### src/rtl/multicycle_controller.sv
// Multi-cycle MIPS control FSM: sequences each instruction over 3-5 states, drives datapath
// selects and write enables, waits on MemReady for memory states and counts fetches.
module multicycle_controller #(
    parameter int unsigned MEM_WAIT    = 1,
    parameter int unsigned ENABLE_ADDI = 1,
    parameter int unsigned CNT_W       = 32
) (
    input  logic             clk,
    input  logic             rst,
    input  logic [5:0]       OpCode,
    input  logic [5:0]       Funct,
    input  logic             MemReady,
    output logic             PCWr,
    output logic             PCWrCond,
    output logic             IorD,
    output logic             MemRd,
    output logic             MemWr,
    output logic             IRWr,
    output logic             RegDst,
    output logic             RegWr,
    output logic             Mem2Reg,
    output logic             ALUSrcA,
    output logic [1:0]       ALUSrcB,
    output logic [1:0]       PCSrc,
    output logic [3:0]       ALUCtr,
    output logic             Illegal,
    output logic [3:0]       State,
    output logic [CNT_W-1:0] InstrCount
);

    localparam logic [3:0] StIdle   = 4'd0;
    localparam logic [3:0] StFetch  = 4'd1;
    localparam logic [3:0] StDecode = 4'd2;
    localparam logic [3:0] StMemAdr = 4'd3;
    localparam logic [3:0] StMemRd  = 4'd4;
    localparam logic [3:0] StMemWb  = 4'd5;
    localparam logic [3:0] StMemWr  = 4'd6;
    localparam logic [3:0] StExec   = 4'd7;
    localparam logic [3:0] StAluWb  = 4'd8;
    localparam logic [3:0] StBranch = 4'd9;
    localparam logic [3:0] StJump   = 4'd10;
    localparam logic [3:0] StAddiEx = 4'd11;
    localparam logic [3:0] StAddiWb = 4'd12;

    localparam logic [5:0] OpRtype = 6'b000000;
    localparam logic [5:0] OpLw    = 6'b100011;
    localparam logic [5:0] OpSw    = 6'b101011;
    localparam logic [5:0] OpBeq   = 6'b000100;
    localparam logic [5:0] OpJ     = 6'b000010;
    localparam logic [5:0] OpAddi  = 6'b001000;

    localparam logic [5:0] FnAdd = 6'b100000;
    localparam logic [5:0] FnSub = 6'b100010;
    localparam logic [5:0] FnAnd = 6'b100100;
    localparam logic [5:0] FnOr  = 6'b100101;
    localparam logic [5:0] FnSlt = 6'b101010;

    localparam logic [3:0] AluAnd = 4'b0000;
    localparam logic [3:0] AluOr  = 4'b0001;
    localparam logic [3:0] AluAdd = 4'b0010;
    localparam logic [3:0] AluSub = 4'b0110;
    localparam logic [3:0] AluSlt = 4'b0111;

    localparam logic [CNT_W-1:0] CntOne = {{(CNT_W-1){1'b0}}, 1'b1};

    logic [3:0]       r_state;
    logic [3:0]       w_next;
    logic             r_is_sw;
    logic [3:0]       r_alu_ctr;
    logic [CNT_W-1:0] r_count;
    logic             w_ready;
    logic             w_rtype_ok;
    logic [3:0]       w_funct_alu;
    logic             w_dec_illegal;
    logic [3:0]       w_dec_next;

    // Without the wait handshake every memory access completes in one cycle.
    assign w_ready    = (MEM_WAIT == 0) ? 1'b1 : MemReady;
    assign State      = r_state;
    assign InstrCount = r_count;

    always_comb begin
        w_rtype_ok  = 1'b1;
        w_funct_alu = AluAdd;
        case (Funct)
            FnAdd:   w_funct_alu = AluAdd;
            FnSub:   w_funct_alu = AluSub;
            FnAnd:   w_funct_alu = AluAnd;
            FnOr:    w_funct_alu = AluOr;
            FnSlt:   w_funct_alu = AluSlt;
            default: w_rtype_ok  = 1'b0;
        endcase
    end

    always_comb begin
        w_dec_next    = StFetch;
        w_dec_illegal = 1'b0;
        case (OpCode)
            OpRtype: begin
                if (w_rtype_ok) w_dec_next = StExec;
                else            w_dec_illegal = 1'b1;
            end
            OpLw, OpSw: w_dec_next = StMemAdr;
            OpBeq:      w_dec_next = StBranch;
            OpJ:        w_dec_next = StJump;
            OpAddi: begin
                if (ENABLE_ADDI != 0) w_dec_next = StAddiEx;
                else                  w_dec_illegal = 1'b1;
            end
            default:    w_dec_illegal = 1'b1;
        endcase
    end

    always_comb begin
        w_next = StIdle;
        case (r_state)
            StIdle:   w_next = StFetch;
            StFetch:  w_next = w_ready ? StDecode : StFetch;
            StDecode: w_next = w_dec_next;
            StMemAdr: w_next = r_is_sw ? StMemWr : StMemRd;
            StMemRd:  w_next = w_ready ? StMemWb : StMemRd;
            StMemWb:  w_next = StFetch;
            StMemWr:  w_next = w_ready ? StFetch : StMemWr;
            StExec:   w_next = StAluWb;
            StAluWb:  w_next = StFetch;
            StBranch: w_next = StFetch;
            StJump:   w_next = StFetch;
            StAddiEx: w_next = StAddiWb;
            StAddiWb: w_next = StFetch;
            default:  w_next = StIdle;
        endcase
    end

    always_ff @(posedge clk or posedge rst) begin
        if (rst) begin
            r_state   <= StIdle;
            r_is_sw   <= 1'b0;
            r_alu_ctr <= AluAnd;
            r_count   <= '0;
        end else begin
            r_state <= w_next;
            // lw/sw selection is captured while the IR is known stable in DECODE.
            if (r_state == StDecode) r_is_sw <= (OpCode == OpSw);
            if (r_state == StExec) r_alu_ctr <= w_funct_alu;
            if ((r_state == StFetch) && w_ready) r_count <= r_count + CntOne;
        end
    end

    always_comb begin
        PCWr     = 1'b0;
        PCWrCond = 1'b0;
        IorD     = 1'b0;
        MemRd    = 1'b0;
        MemWr    = 1'b0;
        IRWr     = 1'b0;
        RegDst   = 1'b0;
        RegWr    = 1'b0;
        Mem2Reg  = 1'b0;
        ALUSrcA  = 1'b0;
        ALUSrcB  = 2'b00;
        PCSrc    = 2'b00;
        ALUCtr   = AluAdd;
        Illegal  = 1'b0;
        case (r_state)
            StIdle: ALUCtr = AluAnd;
            StFetch: begin
                MemRd   = 1'b1;
                ALUSrcB = 2'b01;
                IRWr    = w_ready;
                PCWr    = w_ready;
            end
            StDecode: begin
                ALUSrcB = 2'b11;
                Illegal = w_dec_illegal;
            end
            StMemAdr: begin
                ALUSrcA = 1'b1;
                ALUSrcB = 2'b10;
            end
            StMemRd: begin
                MemRd = 1'b1;
                IorD  = 1'b1;
            end
            StMemWb: begin
                RegWr   = 1'b1;
                Mem2Reg = 1'b1;
            end
            StMemWr: begin
                MemWr = 1'b1;
                IorD  = 1'b1;
            end
            StExec: begin
                ALUSrcA = 1'b1;
                ALUCtr  = w_funct_alu;
            end
            StAluWb: begin
                RegWr  = 1'b1;
                RegDst = 1'b1;
                ALUCtr = r_alu_ctr;
            end
            StBranch: begin
                ALUSrcA  = 1'b1;
                ALUCtr   = AluSub;
                PCWrCond = 1'b1;
                PCSrc    = 2'b01;
            end
            StJump: begin
                PCWr  = 1'b1;
                PCSrc = 2'b10;
            end
            StAddiEx: begin
                ALUSrcA = 1'b1;
                ALUSrcB = 2'b10;
            end
            StAddiWb: RegWr = 1'b1;
            default:  ALUCtr = AluAnd;
        endcase
    end

endmodule
### config.mk
export PLATFORM = sky130hd
export DESIGN_NAME = multicycle_controller
export DESIGN_NICKNAME = d
export VERILOG_FILES = /design/src/rtl/multicycle_controller.sv
export SDC_FILE = /design/constraint.sdc
export NUM_CORES = 1
export LEC_CHECK = 0
export ABC_AREA = 1
export CAP_MARGIN = 20
export CORE_MARGIN = 2
export CORE_UTILIZATION = 40
export CTS_BUF_LIST = sky130_fd_sc_hd__clkbuf_16
export DETAILED_ROUTE_END_ITERATION = 10
export PLACE_DENSITY = 0.71
export SYNTH_ARGS = -nofsm -noshare
export SYNTH_HDL_FRONTEND = slang
export SYNTH_SLANG_ARGS = --single-unit
### constraint.sdc
create_clock -name clk -period 2.48 [get_ports clk]
set_input_delay 0.496 -clock clk [delete_from_list [all_inputs] [get_ports clk]]
set_output_delay 0.496 -clock clk [all_outputs]
set_load 0.02 [all_outputs]
### After elaboration in Yosys (flattened, before gate mapping)

Cells that the tools add are included.

* register bits after elaboration: 41
* output and inout port bits: 55

* add/subtract/negate cells: 1
* equality and inequality tests: 22
* mux-type cells: 25
* reductions and logical operators: 13

Operators with widths (number)
* 6-bit equality test, second input constant: 7
* 32-bit by 1-bit adder with 32-bit output, second input constant: 1
* 4-bit one-hot mux with 8 select lines: 1
* 4-bit equality test, second input constant: 5
* 4-bit one-hot mux with 5 select lines: 1
* 4-bit by 3-bit equality test with 1-bit output, second input constant: 4
* 4-bit one-hot mux with 4 select lines: 1
* 1-bit two-way mux: 13
* 3-bit one-hot mux with 4 select lines: 1
* 5-bit OR reduction: 2
* 9-bit OR reduction: 1
* 4-bit by 2-bit equality test with 1-bit output, second input constant: 2
* 2-bit OR reduction: 4
* 6-bit by 2-bit equality test with 1-bit output, second input constant: 1
* 6-bit by 3-bit equality test with 1-bit output, second input constant: 1
* 6-bit by 4-bit equality test with 1-bit output, second input constant: 1
* 6-bit logical NOT: 1
* 3-bit two-way mux: 2
* 2-bit one-hot mux with 3 select lines: 1
* 6-bit OR reduction: 1
* 4-bit by 1-bit equality test with 1-bit output, second input constant: 1
* 4-bit logical NOT: 1
* 2-bit two-way mux: 2
* 1-bit one-hot mux with 2 select lines: 2
* 4 further kinds: 4

### Longest topological paths before layout

* depth in word-level cells: 6
* mapped depth: 10
* gate-level depth less buffers: 10

### Worst setup path after synthesis

Ideal clock, no wire load.

* kind: register -> output
* start point: register r_state[1] (netlist: State[1])
* end point: output port ALUCtr[1]
* arrival: 1.490 ns
* slack: 0.494 ns
* cell stages (with the launch flop): 6
* path buffers: 0
* cells stage by stage: dfrtp_1 > nor2_1 > inv_1 > nor2_1 > a21oi_1 > o2111ai_1

* cells in the longest elaborated chain, start to end: 3
* elaborated cells on any way between the ends: 14
* classes of those cells: 12 x eq/ne; 1 x mux; 1 x reduce/logical

RTL lines
* start, declared: line 66 `logic [3:0] r_state;`
* start signal, assigned: line 136 `r_state <= StIdle;`
* start signal, assigned: line 141 `r_state <= w_next;`
* 4-bit by 2-bit equality test with 1-bit output (tied with other cells): line 164 `case (r_state)`
* 9-bit OR reduction (no line)
* 4-bit one-hot mux with 4 select lines (*): line 164
* end, declared: line 25 `output logic [3:0] ALUCtr,`

Every way passes the cells marked *; elsewhere a longest branch is shown, timed or not.

### Worst setup path after layout

* start point: input port Funct[5]
* end point: output port ALUCtr[2]

* cells in the longest elaborated chain, start to end: 3
* elaborated cells on any way between the ends: 6
* classes of those cells: 4 x eq/ne; 2 x mux

RTL lines
* start, declared: line 11 `input logic [5:0] Funct,`
* 6-bit equality test: line 85 `case (Funct)`
* 3-bit one-hot mux with 4 select lines (*): line 85
* 4-bit one-hot mux with 4 select lines (*): line 164

Marked as above.

==> summary.md <==
| Metric | Value |
|---|---|
| Tmin final | `2.35 ns` |
| Gr usage total | `0.192` |
| Share of layout cells above drive strength 1 | `0.0938` |
| RSZ-0062 raised after global routing | `no` |
| Min-Delay Path Class | `register to register` |
| Initial antenna violation count | `0` |
| CTS Buffer Depth | `2` |
| Maximum VDD drop | `588 uV` |
| IO Pins | `70` |
| Clock Skews | `0.00640 ns` |
| Post-layout util | `0.559` |
| Final hold viol count | `0` |
| Max-cap violation count | `0` |
| Clk pin slew, worst setup/hold paths | `0.06 ns` |
| Worst-margin pin slew | `0.531 ns` |
| Ys async rst share | `1.00` |
| Buffers on Ports | `68` |
| Slew Viols, Final | `0` |
| Area added between synthesis and finish | `37.7%` |
| CP arrival | `1.85 ns` |
| Area contributors post-synth | `dfrtp_1 37%, nand2_1 21%, nor2_1 8.9%` |
| Clock root buffer | `clkbuf_16` |
| Post-synthesis cell count | `413` |
| Area after DPL | `3590 sq um` |
| Largest net degree at the start of global routing | `41` |
| Core box area | `6680 sq um` |
| Area leader, netlist | `dfrtp_1` |
| Initial drt markers | `81` |
| Final layout net count | `516` |
| Vias post-DR | `2772` |
| Cell area after synthesis | `2710 sq um` |
| Number of flops mapped to enable cells by yosys | `0` |
| Post-DP HPWL | `5410 microns` |
| CTS tree | `built` |
| Outcome | `finished clean` |
| Sinks on Clock Net | `40` |
| # rows | `30` |
| Post-route cell area | `3740 sq um` |
| Main synth FF type | `dfrtp_1` |
| Initial Util | `0.406` |
| Hold_ws | `0.495 ns` |
| Htree depth | `2` |
| Wire per inst | `11.9 microns` |
| Yosys top cell area share | `0.369` |
| First-pass GRT wire length | `11600 microns` |
| Syn nets | `429` |
| Relative slew slack | `0.646` |
| Design Power | `2.68 mW` |
| DRT Pass-1 Iters | `4` |
| DRC violations left | `0` |
| Syn Area/Cell | `6.57 sq um` |
| FMAX | `0.426 GHz` |
| Distinct cells, synth | `26` |
| LEAKAGE | `1.87 nW` |
| CP endpoint kind | `output pin` |
| Synthesis-stage register bit count | `40` |
| Via density | `4.77` |
| Critical path class | `input port to output pin` |
| Placer Congestion | `0.857` |
| WP data required | `1.98 ns` |
| Die area | `7460 sq um` |
| Nature of the critical path startpoint | `input port` |
| Post-route ant nets | `0` |
| Die Y | `86.4 microns` |
| Ant. Diodes | `0` |
| Sequential fraction of the synthesis area | `0.369` |
| Final Setup Violations | `0` |
| Crit-path max FO | `3` |
| Die Wd | `86.4 microns` |
| Pwr/cell area | `717 nW/um^2` |
| Worst skew pair latency | `0.28 ns` |
| Routed WL | `6920 microns` |
| Vias in the first global route | `2621` |
| Global route overflow | `0` |
| Fin crit share | `0.946` |
| Total CTS buffers | `5` |
| Warnings, synthesis | `0` |
-- area by class of cell --
type / instances / area [sq um]
clock buffers: 5 / 125
well taps: 80 / 100
multi-input cells: 312 / 1480
inverters: 56 / 210
fillers: 663 / 2950
repair buffers: 85 / 810
clock inverters: 3 / 13.8
flip-flops and latches: 40 / 1000
-- power by group --
group          total (mW)  switching (mW)  internal [mW]
Sequential          0.876           0.118          0.758
Clock               0.620           0.255          0.365
Combinational        1.18           0.686          0.498
-- metrics by stage --
step                instances  setup TNS, ns  setup WS [ns]
detailed placement        573         -0.605         -0.227
CTS                       581              0         0.0231
global route              581              0         0.0455
floorplan                 413              0          0.494
finish                    581              0          0.133
global placement          573         -0.438         -0.167
-- routing by layer --
metal	GRT usage	wire, microns	vias to the layer above	share of wire
met4	0.0653	146	0	0.021
met5	0	0	-	0
li1	-	-	1456	-
met1	0.243	3120	1254	0.45
met3	0.0371	247	13	0.036
met2	0.329	3400	49	0.49
-- cell families after synthesis --
group,share of synthesized area
AO/OA/AOI/OAI,0.0378
other,0.00138
adder cells (fa/ha/maj),0.00461
buffers and inverters,0.0894
flip-flops,0.369
XOR/XNOR,0.0323
AND/OR/NAND/NOR,0.466
-- placed cells by master, fill, tap and decap left out, types with 2 or more instances in the layout --
| master | n |
|---|---|
| a21oi_1 | 4 |
| buf_4 | 17 |
| clkbuf_16 | 5 |
| clkbuf_2 | 2 |
| clkdlybuf4s50_1 | 57 |
| clkinv_2 | 2 |
| dfrtp_1 | 39 |
| dlygate4sd2_1 | 3 |
| dlymetal6s2s_1 | 6 |
| inv_1 | 54 |
| inv_2 | 2 |
| nand2_1 | 152 |
| nand2_2 | 3 |
| nand2_4 | 3 |
| nand3_1 | 22 |
| nand3b_1 | 6 |
| nand4_1 | 15 |
| nor2_1 | 62 |
| nor2_2 | 4 |
| nor2_4 | 6 |
| nor2_8 | 2 |
| nor3_1 | 5 |
| o21ai_0 | 12 |
| xnor2_1 | 5 |
| xor2_1 | 5 |
-- state kept, by name (all words and copies together), names as in the netlist --
signal	flops
r_is_sw	1
InstrCount	32
State	4
r_alu_ctr	3
-- final timing paths --
| kind | start | end | slack, ns | cells after the start |
|---|---|---|---|---|
| worst min register to register | r_alu_ctr[1] | r_alu_ctr[1] | 0.50 | 2 |
| max in group asynchronous | rst | State[0] | 1.44 | 3 |
| worst max-delay path | Funct[5] | ALUCtr[2] | 0.13 | 8 |
| worst max register to register | State[1] | InstrCount[28] | 0.73 | 10 |
| worst min-delay path | r_alu_ctr[1] | r_alu_ctr[1] | 0.50 | 2 |
| min in group asynchronous | rst | InstrCount[10] | 0.66 | 3 |
-- synth_stat cells, types with 4 or more instances --
library cell  instances
a21oi_1               4
nand3_1              22
nand2_1             152
nor2_4                6
xnor2_1               5
nor2_1               64
inv_1                54
nand4_1              15
dfrtp_1              40
o21ai_0              12
nor3_1                5
xor2_1                5
nand3b_1              6
-- worst max-delay path, cell delays in order --
cell and delay (ns):
clkdlybuf4s50_1 0.45, inv_1 0.03, nor2_1 0.11, inv_1 0.08, nor2_1 0.12, nand3_1 0.14, nand2_1 0.10, dlygate4sd2_1 0.33
-- what timing repair did --
action,CTS,global route
resized for setup,7,11
hold buffers,0,0
setup buffers,0,0
setup endpoints to repair,5,9
Power figures use the tool's default switching activity.
